[src/rtl/uart_tx_fifo.sv]
// ---------------------------------------------------------------------------
// uart_tx_fifo
//   Byte FIFO sitting between the bus write side and a UART transmitter.
//   Bytes are accepted at bus rate, buffered in a circular store and drained
//   one at a time into the transmitter through its start/busy handshake.
//
// Parameters
//   DEPTH_LOG2    log2 of the FIFO depth (default 16 entries)
//   HI_TIMEOUT    cycles to wait for tx_busy to rise after a start strobe
//
// Ports
//   clk           system clock, rising edge
//   rst           asynchronous reset, active-low; flushes all buffered bytes
//   wr_en         push wr_data this cycle
//   wr_data       byte to enqueue
//   clr_overflow  clear the sticky overflow flag
//   full          FIFO holds 2**DEPTH_LOG2 bytes
//   empty         FIFO holds no bytes
//   count         bytes stored, excluding the byte already handed to the TX
//   overflow      sticky: a push was dropped because the FIFO was full
//   tx_data       byte presented to the transmitter
//   tx_start_n    active-low one-cycle start strobe to the transmitter
//   tx_busy       transmitter busy, high while shifting a byte
// ---------------------------------------------------------------------------
module uart_tx_fifo #(
  parameter int unsigned DEPTH_LOG2 = 4,
  parameter int unsigned HI_TIMEOUT = 3
) (
  input  logic                  clk,
  input  logic                  rst,
  input  logic                  wr_en,
  input  logic [7:0]            wr_data,
  input  logic                  clr_overflow,
  output logic                  full,
  output logic                  empty,
  output logic [DEPTH_LOG2:0]   count,
  output logic                  overflow,
  output logic [7:0]            tx_data,
  output logic                  tx_start_n,
  input  logic                  tx_busy
);

  localparam int unsigned DEPTH = 1 << DEPTH_LOG2;
  localparam int unsigned TW    = $clog2(HI_TIMEOUT + 2);

  // Last timer value spent in WAIT_HI before giving up on tx_busy.
  localparam logic [TW-1:0] TIMER_LAST =
    (HI_TIMEOUT == 0) ? '0 : TW'(HI_TIMEOUT - 1);

  localparam logic [DEPTH_LOG2:0] FULL_COUNT = {1'b1, {DEPTH_LOG2{1'b0}}};

  typedef enum logic [1:0] {
    S_IDLE,
    S_START,
    S_WAIT_HI,
    S_WAIT_LO
  } state_e;

  logic [7:0]          mem_q [DEPTH];

  logic [DEPTH_LOG2:0] wr_ptr_q, wr_ptr_d;
  logic [DEPTH_LOG2:0] rd_ptr_q, rd_ptr_d;
  logic [DEPTH_LOG2:0] count_q,  count_d;
  logic                full_q,   full_d;
  logic                empty_q,  empty_d;
  logic                overflow_q, overflow_d;

  state_e              state_q;
  logic [7:0]          tx_data_q;
  logic                tx_start_n_q;
  logic [TW-1:0]       timer_q;

  logic                push;
  logic                drop;
  logic                pop;

  // Push/pop decisions use the registered flags only, so a pop on the same
  // edge never frees a slot for a push to a full FIFO.
  always_comb begin
    push       = wr_en && !full_q;
    drop       = wr_en &&  full_q;
    pop        = (state_q == S_IDLE) && !empty_q && !tx_busy;

    wr_ptr_d   = push ? wr_ptr_q + 1'b1 : wr_ptr_q;
    rd_ptr_d   = pop  ? rd_ptr_q + 1'b1 : rd_ptr_q;

    // Status is derived from next-state pointers so count/full/empty are
    // always registered together and mutually consistent.
    count_d    = wr_ptr_d - rd_ptr_d;
    empty_d    = (count_d == '0);
    full_d     = (count_d == FULL_COUNT);

    // A dropped push takes priority over a clear on the same edge.
    if (drop) begin
      overflow_d = 1'b1;
    end else if (clr_overflow) begin
      overflow_d = 1'b0;
    end else begin
      overflow_d = overflow_q;
    end
  end

  // Storage array carries no reset; validity is tracked by the pointers.
  always_ff @(posedge clk) begin
    if (push) begin
      mem_q[wr_ptr_q[DEPTH_LOG2-1:0]] <= wr_data;
    end
  end

  always_ff @(posedge clk or negedge rst) begin
    if (!rst) begin
      wr_ptr_q     <= '0;
      rd_ptr_q     <= '0;
      count_q      <= '0;
      empty_q      <= 1'b1;
      full_q       <= 1'b0;
      overflow_q   <= 1'b0;
      state_q      <= S_IDLE;
      tx_data_q    <= '0;
      tx_start_n_q <= 1'b1;
      timer_q      <= '0;
    end else begin
      wr_ptr_q   <= wr_ptr_d;
      rd_ptr_q   <= rd_ptr_d;
      count_q    <= count_d;
      empty_q    <= empty_d;
      full_q     <= full_d;
      overflow_q <= overflow_d;

      case (state_q)
        S_IDLE: begin
          if (pop) begin
            tx_data_q    <= mem_q[rd_ptr_q[DEPTH_LOG2-1:0]];
            tx_start_n_q <= 1'b0;
            state_q      <= S_START;
          end
        end

        S_START: begin
          tx_start_n_q <= 1'b1;
          timer_q      <= '0;
          state_q      <= S_WAIT_HI;
        end

        // A transmitter that never raises busy within the window is
        // treated as having already finished the byte.
        S_WAIT_HI: begin
          if (tx_busy) begin
            state_q <= S_WAIT_LO;
          end else if (timer_q >= TIMER_LAST) begin
            state_q <= S_IDLE;
          end else begin
            timer_q <= timer_q + 1'b1;
          end
        end

        S_WAIT_LO: begin
          if (!tx_busy) begin
            state_q <= S_IDLE;
          end
        end

        default: begin
          state_q <= S_IDLE;
        end
      endcase
    end
  end

  assign full       = full_q;
  assign empty      = empty_q;
  assign count      = count_q;
  assign overflow   = overflow_q;
  assign tx_data    = tx_data_q;
  assign tx_start_n = tx_start_n_q;

endmodule

[config.mk]
export PLATFORM = sky130hd
export DESIGN_NAME = uart_tx_fifo
export DESIGN_NICKNAME = d
export VERILOG_FILES = /design/src/rtl/uart_tx_fifo.sv
export SDC_FILE = /design/constraint.sdc
export NUM_CORES = 1
export LEC_CHECK = 0
export ABC_AREA = 0
export CORE_ASPECT_RATIO = 1.2
export CORE_MARGIN = 3
export CORE_UTILIZATION = 50
export CTS_CLUSTER_DIAMETER = 150
export DETAILED_ROUTE_END_ITERATION = 12
export PLACE_DENSITY = 0.64
export RECOVER_POWER = 25
export SETUP_SLACK_MARGIN = 0.05
export SYNTH_ARGS = -nofsm -noshare
export SYNTH_HDL_FRONTEND = slang
export SYNTH_SLANG_ARGS = --single-unit
[constraint.sdc]
create_clock -name clk -period 3.61 [get_ports clk]
set_input_delay 0.722 -clock clk [delete_from_list [all_inputs] [get_ports clk]]
set_output_delay 0.722 -clock clk [all_outputs]
set_load 0.05 [all_outputs]
==> metrics.md, run 1 <==
| Metric | Value |
|---|---|
| WS Path Type | in -> reg |
| Via count | 3,255 |
| Met1 Wirelength | 5.212 mm |
| First-pass GRT wire length | 19.15 mm |
| Post-route core utilization | 0.5996 |
| WP data required | 3.92 ns |
| CTS tree | done |
| Drt pass-1 iters | 4 |
| WL met2 | 5.656 mm |
| Arr. time, crit path | 3.43 ns |
| Synth warnings | 0 |
| Dpl ws | 0.1350 ns |
| Postcts setup bufs | 0 |
| Synth Flop Type | edfxtp_1 |
| Antenna violations before repair | 0 |
| Largest net degree at the start of global routing | 34 |
| P&R area growth vs syn | 16.33% |
| Wire per inst | 19.79 um |
| Die width | 110.6 um |
| Layout Nets | between 400 and 500 |
| Sequential share of the synthesized area | 0.7085 |
| # setup viols final | 0 |
| Hpwl dp | ~7.9 mm |
| Worst hold path type | reg -> reg |
| CTS clk-pin slew, worst paths | 0.06 ns |
| Final ANT Viol Nets | 0 |
| Row cnt | 45 |
| CTS Sinks | 160 |
| Worst vdd ir | about 0.39 mV |
| Ports | 30 |
| Setup crit end kind | register |
| Hold Slack | 0.4690 ns |
| Post-Syn Nets | 384 |
| Fin crit period | 3.124 ns |
| PD cells | 890.7 nW/um^2 |
| Die height | 131.5 um |
| Port bufs | 29 |
| RSZ-0062 raised after global routing | false |
| Final WL | 11.48 mm |
| Die area | 14,530 sq um |
| Global Route Usage Sum | 0.1734 |
| Fin. Hold Viols | 0 |
| Core area | roughly 13,000 sq um |
| Setup Skew | 0.005782 ns |
| Failing checks | capacitance limit, slew limit |
| Layout cells sized above 1 | 0.2139 |
| Slew @ Worst Pin | 1.726 ns |
| Final Max Slew Viols | 33 |
| ANT cells | 0 |
| Crit path max fanout | 8 |
| Area taken by multi-input logic gates | 1800 sq um |
| Hold_buf cts | 0 |
| H-tree depth | 4 |
| TNS Setup | 0 ns |
| Gate Count Post-Synth | between 300 and 400 |
| Period utilization | 0.8653 |
| Latest clock arrival within the worst-skew pair | 0.42 ns |
| Initial core utilization | 0.5154 |
| Vias in the first global route | 3,428 |
| Top sig layer | met4 |
| FF+latch count, synth | between 150 and 200 |
| Max-Cap Viols | 1 |
| Syn_area_per_cell | approximately 18 sq um |
| Critical Path Source | wr_en |
| FMAX | 320.1 MHz |
| CP Launch Type | primary input |
| Met3 WL post-DR | 471 um |
| CTS buffer count | 17 |
| Post-Syn Area | 6559 sq um |
| 1st-iter DRT viols | 286 |
| PostCTS Resize Cnt | 0 |
| GRT Residual Overflow | 0 |
| Fill count | 964 |
| Synth async-reset ratio | 0.2000 |
| CTS max path bufs | 2 |
| Leakage power | 2.661 nW |
| Design Power | 6.796 mW |
| CTS root buffer | clkbuf_16 |
| Post-route DRC | 0 |
| Worst setup margin | 0.4864 ns |
| EDFF count, synth | 128 |
| Synth unique cells | between 50 and 60 |
| Run status | finished, violations left |
| HP Start | tx_start_n$_DFFE_PN1P_ |
| Placer Congestion | around 0.77 |
| Sequential Area | 4648 sq um |
| Vias per cell | 5.612 |
| Worst R2R Start | state_q[1]$_DFFE_PN0P_ |
| Slew HR | -0.1510 |
-- path summary, 6_finish.rpt --
path | end | slack (ns) | cells after the start
hold reg to reg | tx_start_n$_DFFE_PN1P_ | 0.47 | 2
setup / recovery | empty$_DFF_PN1_ | 0.49 | 8
setup reg to reg | empty$_DFF_PN1_ | 0.90 | 6
min in group asynchronous | tx_data[4]$_DFFE_PN0P_ | 1.29 | 2
hold / removal | tx_start_n$_DFFE_PN1P_ | 0.47 | 2
max in group asynchronous | rd_ptr_q[0]$_DFF_PN0_ | 1.20 | 2
-- logic make-up after synthesis --
kind of cell | share of synthesized area
buffers and inverters | 0.01793
flip-flops | 0.7085
adder cells (fa/ha/maj) | 0.02213
AO/OA/AOI/OAI | 0.03129
AND/OR/NAND/NOR | 0.06429
XOR/XNOR | 0.01698
multiplexers | 0.1389
-- where the power goes --
group	switching [mW]	total, mW	leakage, nW	internal, mW
Combinational	1.47	2.61	0.851	1.14
Sequential	0.182	2.51	1.55	2.33
Clock	0.719	1.68	0.263	0.960
-- registers in the layout, summed over array words and instances, names as in the netlist --
register / cells
tx_data: 8
full: 1
tx_start_n: 1
empty: 1
wr_ptr_q: 5
rd_ptr_q: 5
mem_q: 128
state_q: 2
overflow: 1
count: 5
timer_q: 3
-- synthesized netlist by cell type (all sizes together), types with 2 or more instances --
cell      n  area (sq um)
a211oi    3         27.52
nor2      3         11.26
clkbuf    6         22.52
nor4      4         25.02
nand4     3         18.77
o211ai    2         15.01
xnor2     8         88.84
buf       9         38.79
inv      14         52.55
dfstp     2         52.55
mux4     40         900.9
or4       2         18.77
a21oi     3         15.01
and2     14         87.58
edfxtp  128          3844
dfrtp    30         750.7
o21ai     6         30.03
nand2    39         146.4
nand3     4         20.02
or3       2         12.51
nor3      2         10.01
ha       10         125.1
nand3b    2         15.01
-- cell usage in the layout, fill, tap and decap left out, types with 6 or more instances in the layout --
master             n
clkbuf_16         17
dlygate4sd3_1      6
edfxtp_1         128
clkdlybuf4s50_1   23
and2_1            14
buf_4              9
ha_1              10
xnor2_1            7
mux4_2            40
dfrtp_1           29
o21ai_0            6
inv_1             14
nand2_1           39
-- per-layer routing --
metal | track usage | vias up
met5 | 0 | -
met4 | 0.05749 | 0
met3 | 0.03915 | 12
met2 | 0.2655 | 62
met1 | 0.2499 | 1683
li1 | - | 1498
-- cell type report --
type	count	area share
Sequential cell	160	0.6092
Multi-Input combinational cell	170	0.2360
Clock buffer	19	0.05674
Timing Repair Buffer	39	0.04739
Tap cell	164	0.02689
Clock inverter	13	0.01640
Inverter	15	0.007379
-- per-stage QoR --
step                instance area, sq um  std cells
detailed placement                  7076        548
global route                        7630        580
finish                              7630        580
global placement                    7076        548
floorplan                           6559        360
CTS                                 7634        580
-- worst max-delay path, stage by stage --
cell           delay (ns)
dlygate4sd3_1        0.55
nor2b_1              0.40
nand4_1              0.17
xnor2_1              0.32
ha_1                 0.39
xnor2_1              0.16
or3_1                0.36
a2111oi_2            0.34
Note: power is estimated with default switching activity, not from simulation.
==> run 2: changes to the inputs <==
- CORE_UTILIZATION: 50 -> 35
- PLACE_DENSITY: 0.64 -> 0.47
==> metrics.md, run 2 (synthesis gave the netlist of run 1 again) <==
| Metric | Value |
|---|---|
| Postcts setup bufs | 0 |
| Leakage power | ~2.7 nW |
| Post-route design area | approximately 8000 sq um |
| Final WL | 14.47 mm |
| Final Max Slew Viols | 0 |
| PD cells | 907.0 nW/um^2 |
| # setup viols final | 0 |
| Vias in the first global route | 3,551 |
| Worst hold path type | reg -> reg |
| RSZ-0062 raised after global routing | false |
| GRT Residual Overflow | 0 |
| FMAX | 330.4 MHz |
| H-tree depth | 4 |
| Post-route core utilization | 0.4265 |
| Port bufs | 29 |
| Vias per cell | roughly 5 |
| Layout cells sized above 1 | 0.2134 |
| Max-Cap Viols | 0 |
| Setup crit end kind | register |
| CTS root buffer | clkbuf_16 |
| CTS clk-pin slew, worst paths | 0.07 ns |
| CP max stage delay | approximately 0.54 ns |
| Row cnt | 54 |
| Fin crit period | 3.026 ns |
| Largest net degree at the start of global routing | 34 |
| Layout Nets | 429 |
| PostCTS Resize Cnt | 0 |
| CTS tree | done |
| Slew HR | 0.3676 |
| Slew @ Worst Pin | 0.9455 ns |
| Antenna violations before repair | 0 |
| Cell Chain, Critical Path | clkdlybuf4s50_1 > or4_1 > xnor2_1 > ha_1 > fa_1 > inv_1 > o2111a_1 > o22ai_1 > a221oi_2 |
| M3 GR Usage | 0.03733 |
| Latest clock arrival within the worst-skew pair | about 0.42 ns |
| Placer Congestion | 0.8172 |
| CTS Sinks | between 150 and 200 |
| Period utilization | 0.8383 |
| Wire per inst | 21.62 um |
| Die height | 156.0 um |
| P&R area growth vs syn | 19.08% |
| TNS Setup | 0 ns |
| Die area | 20,420 sq um |
| Die width | 131.0 um |
| ANT cells | 0 |
| CTS max path bufs | 2 |
| Hold_buf cts | 0 |
| Via count | 3,329 |
| Commonest cells after routing, fill and taps aside | edfxtp_1 (128), mux4_2 (40), nand2_1 (39), dfrtp_1 (29), clkdlybuf4s50_1 (22) |
| Worst vdd ir | 0.3245 mV |
| GRT met1 Usage | 0.2010 |
| CP Launch Type | primary input |
| M2 GR Usage | 0.2495 |
| WP data required | 3.93 ns |
| Setup Skew | approximately 0.011 ns |
| Ports | 30 |
| Cell total after placement | 638 |
| WS Path Type | in -> reg |
| Arr. time, crit path | 3.35 ns |
| Global Route Usage Sum | 0.1546 |
| Dpl ws | about 0.16 ns |
| Crit path max fanout | 5 |
| Worst setup margin | 0.5838 ns |
| Crit-path slowest cell | or4_1 |
| CTS buffer count | 17 |
| Area after DPL | between 7000 and 8000 sq um |
| Run status | completed |
| First-pass GRT wire length | 22.33 mm |
| Commonest non-fill, non-tap cell in the layout | edfxtp_1 |
| Busiest layer in global routing | met2 |
| Post-route DRC | 0 |
| Post-Layout Cell Count | 669 |
| Hpwl dp | 9.692 mm |
| Final ANT Viol Nets | 0 |
| Initial core utilization | 0.3582 |
| Crit path buffers/inverters | 2 |
| Crit-path leading delay family | compound AO/OA/AOI/OAI gates |
| Max FFs per register | 128 |
| Drt pass-1 iters | 4 |
| Core area | 18,310 sq um |
| 1st-iter DRT viols | around 200 |
| Fin. Hold Viols | 0 |
[run 2: cell count changes in the layout (fill, tap and decap cells not counted), sizes merged]
cell	before	now
clkdlybuf4s50	23	22
buf	9	11
dlygate4sd3	6	7
bufinv	1	4
clkbuf	20	19
inv	20	17
[run 2: report_power, final]
group / internal, mW / switching (mW)
logic: 1.14 / 1.54
clock network: 1.16 / 0.715
registers: 2.33 / 0.204
[run 2: path summary, 6_finish.rpt]
kind	startpoint	end	slack (ns)	cells past startpoint
setup / recovery	tx_busy	full$_DFF_PN0_	0.58	9
hold / removal	tx_start_n$_DFFE_PN1P_	tx_start_n$_DFFE_PN1P_	0.47	2
setup reg to reg	state_q[1]$_DFFE_PN0P_	full$_DFF_PN0_	0.89	8
hold reg to reg	tx_start_n$_DFFE_PN1P_	tx_start_n$_DFFE_PN1P_	0.47	2
max in group asynchronous	rst	tx_start_n$_DFFE_PN1P_	1.97	2
min in group asynchronous	rst	overflow$_DFFE_PN0P_	0.90	1
[run 2: through the flow]
stage	hold WS, ns	power, mW
6_report	0.4657	7.083
5_1_grt	0.4802	7.493
4_1_cts	0.4719	7.202
3_5_place_dp	0.4619	5.306
3_3_place_gp	0.4469	5.298
2_1_floorplan	0.4264	4.444
[run 2: final cells by class]
| class | count | area (sq um) |
|---|---|---|
| Inverter | 15 | 56.30 |
| Sequential cell | 160 | 4648 |
| Clock buffer | 18 | 429.2 |
| Tap cell | 252 | 315.3 |
| Fill cell | 1640 | 10500 |
| Multi-Input combinational cell | 170 | 1800 |
| Timing Repair Buffer | 41 | 376.6 |
| Clock inverter | 13 | 183.9 |
[run 2: routing by layer]
layer | vias up | wire length, um
li1 | 1508 | -
met2 | 72 | 7349
met4 | 0 | 368
met3 | 19 | 500
met1 | 1730 | 6248
met5 | - | 0
[run 2: worst reg2reg max path, cell delays in order (launching register included)]
cell	delay [ns]
dfrtp_1	0.42
or4_1	0.59
xnor2_1	0.19
ha_1	0.23
fa_1	0.40
inv_1	0.16
o2111a_1	0.24
o22ai_1	0.12
a221oi_2	0.29
==> run 3: changes to the inputs <==
- clock period: 3.61 -> 2.8 ns (I/O delays scaled with it)
==> metrics.md, run 3 (synthesis gave the netlist of run 1 again) <==
| Metric | Value |
|---|---|
| Die area | 20,420 sq um |
| Port bufs | 29 |
| Commonest cells after routing, fill and taps aside | edfxtp_1 (128), buf_4 (41), mux4_2 (40), nand2_1 (39), dfrtp_1 (28) |
| Leakage power | 2.880 nW |
| RSZ-0062 raised after global routing | false |
| Final ANT Viol Nets | 0 |
| FMAX | 386.3 MHz |
| Row cnt | 54 |
| Hold Crit Depth | 2 |
| Post-route design area | 8092 sq um |
| H-tree depth | 4 |
| Area after DPL | ~7500 sq um |
| Worst R2R Start | state_q[0]$_DFFE_PN0P_ |
| CTS max path bufs | 2 |
| First-pass GRT wire length | 22.85 mm |
| Final Max Slew Viols | 33 |
| Layout Nets | 462 |
| Arr. time, crit path | about 2.9 ns |
| Drt pass-1 iters | 4 |
| P&R area growth vs syn | 23.37% |
| Reg2reg setup slack | 0.21 ns |
| Initial core utilization | 0.3582 |
| Run status | finished, violations left |
| Global Route Usage Sum | 0.1586 |
| Fill count | ~1,600 |
| Worst vdd ir | approximately 0.47 mV |
| CTS Sinks | 160 |
| Ports | 30 |
| Die width | around 130 um |
| R2R depth | 8 |
| Crit path max fanout | 5 |
| Worst reg2reg endpoint | empty$_DFF_PN1_ |
| CTS tree | done |
| Setup crit end kind | register |
| Hold_buf cts | 0 |
| CTS clk-pin slew, worst paths | 0.06 ns |
| HP Start | tx_start_n$_DFFE_PN1P_ |
| Worst hold path type | reg -> reg |
| Core area | 18,310 sq um |
| Antenna violations before repair | 0 |
| # setup viols final | 0 |
| Vias in the first global route | 3,748 |
| Period utilization | 0.9244 |
| 1st-iter DRT viols | approximately 190 |
| Slew @ Worst Pin | ~1.8 ns |
| Latest clock arrival within the worst-skew pair | 0.42 ns |
| Wire per inst | 21.29 um |
| Layout cells sized above 1 | 0.2993 |
| CP Launch Type | register |
| ANT cells | 0 |
| WS Path Type | reg -> reg |
| Largest net degree at the start of global routing | 33 |
| Max FFs per register | 128 |
| Fin. Hold Viols | 0 |
| Commonest non-fill, non-tap cell in the layout | edfxtp_1 |
| CTS root buffer | clkbuf_16 |
| CTS buffer count | 17 |
| Hpwl dp | 9.684 mm |
| Via count | 3,488 |
| Vias per cell | between 4 and 5 |
| TNS Setup | 0 ns |
| Slew HR | -0.1888 |
| Post-route DRC | 0 |
| WP data required | 3.11 ns |
| Final WL | 14.97 mm |
| Max-Cap Viols | 1 |
| Failing checks | capacitance limit, slew limit |
| Setup Skew | 0.008178 ns |
| Design Power | 9.584 mW |
| Placer Congestion | ~0.8 |
| Fin crit period | 2.588 ns |
| Die height | 156.0 um |
| Worst Hold Path EP | tx_start_n$_DFFE_PN1P_ |
| GRT Residual Overflow | 0 |
| PD cells | 1184 nW/um^2 |
==> run 3: cell types whose count changed in the layout (fill, tap and decap cells not counted), moves of 3 or more <==
cell / delta
buf_4: +30
xnor2_2: +3
xnor2_1: -3
clkinv_4: +3
==> run 3: per-layer routing <==
layer  wire length (um)  global-route usage  up-vias
li1                   -                   -     1569
met1               6053              0.1921     1813
met2               8073              0.2742       80
met3                490             0.03527       26
met4                352             0.06075        0
met5                  0                   0        -
==> run 3: timing repair <==
item	in CTS	in global routing
pin swaps	0	5
endpoints found under the setup margin	2	3
buffers inserted	0	1
gates resized for setup	2	17
==> run 3: worst max-delay path by stage <==
stage,start,end,slack [ns],depth (start not counted)
finish,state_q[0]$_DFFE_PN0P_,empty$_DFF_PN1_,0.21,8
global route,state_q[0]$_DFFE_PN0P_,empty$_DFF_PN1_,0.04,8
CTS,tx_busy,empty$_DFF_PN1_,0.04,7
detailed placement,tx_busy,empty$_DFF_PN1_,-0.41,7
global placement,tx_busy,empty$_DFF_PN1_,-0.38,7
floorplan,tx_busy,empty$_DFF_PN1_,0.05,10
==> run 3: final cells by class <==
type | instances | area [sq um] | share of cell area
Sequential cell | 160 | 4649 | 0.5746
Multi-Input combinational cell | 170 | 1867 | 0.2307
Timing Repair Buffer | 74 | 634.4 | 0.07840
Clock buffer | 18 | 429.2 | 0.05304
Tap cell | 252 | 315.3 | 0.03897
Clock inverter | 14 | 140.1 | 0.01732
Inverter | 15 | 56.30 | 0.006958
==> run 3: per-stage QoR <==
stage,hold WS [ns],instances,setup slack (ns),utilization
after floorplan,0.2644,360,0.05216,-
after global placement,0.4502,670,-0.3754,0.4071
after detailed placement,0.4693,670,-0.4080,0.4071
after CTS,0.4791,702,0.03500,0.4384
after global routing,0.5015,703,0.03808,0.4419
final,0.4699,703,0.2117,0.4419
==> run 3: where the power goes <==
group | internal, mW | switching, mW | total (mW)
clock | 1.31 | 0.930 | 2.24
combinational | 1.92 | 2.20 | 4.13
sequential | 3.00 | 0.219 | 3.22
==> run 3: worst max-delay path, cell delays in order, from the launching register on <==
cell and delay [ns]:
dfrtp_1 0.43, or4_4 0.55, xnor2_2 0.16, ha_2 0.20, fa_2 0.41, inv_2 0.11, o2111a_1 0.22, nor4_2 0.07
a2111oi_2 0.34
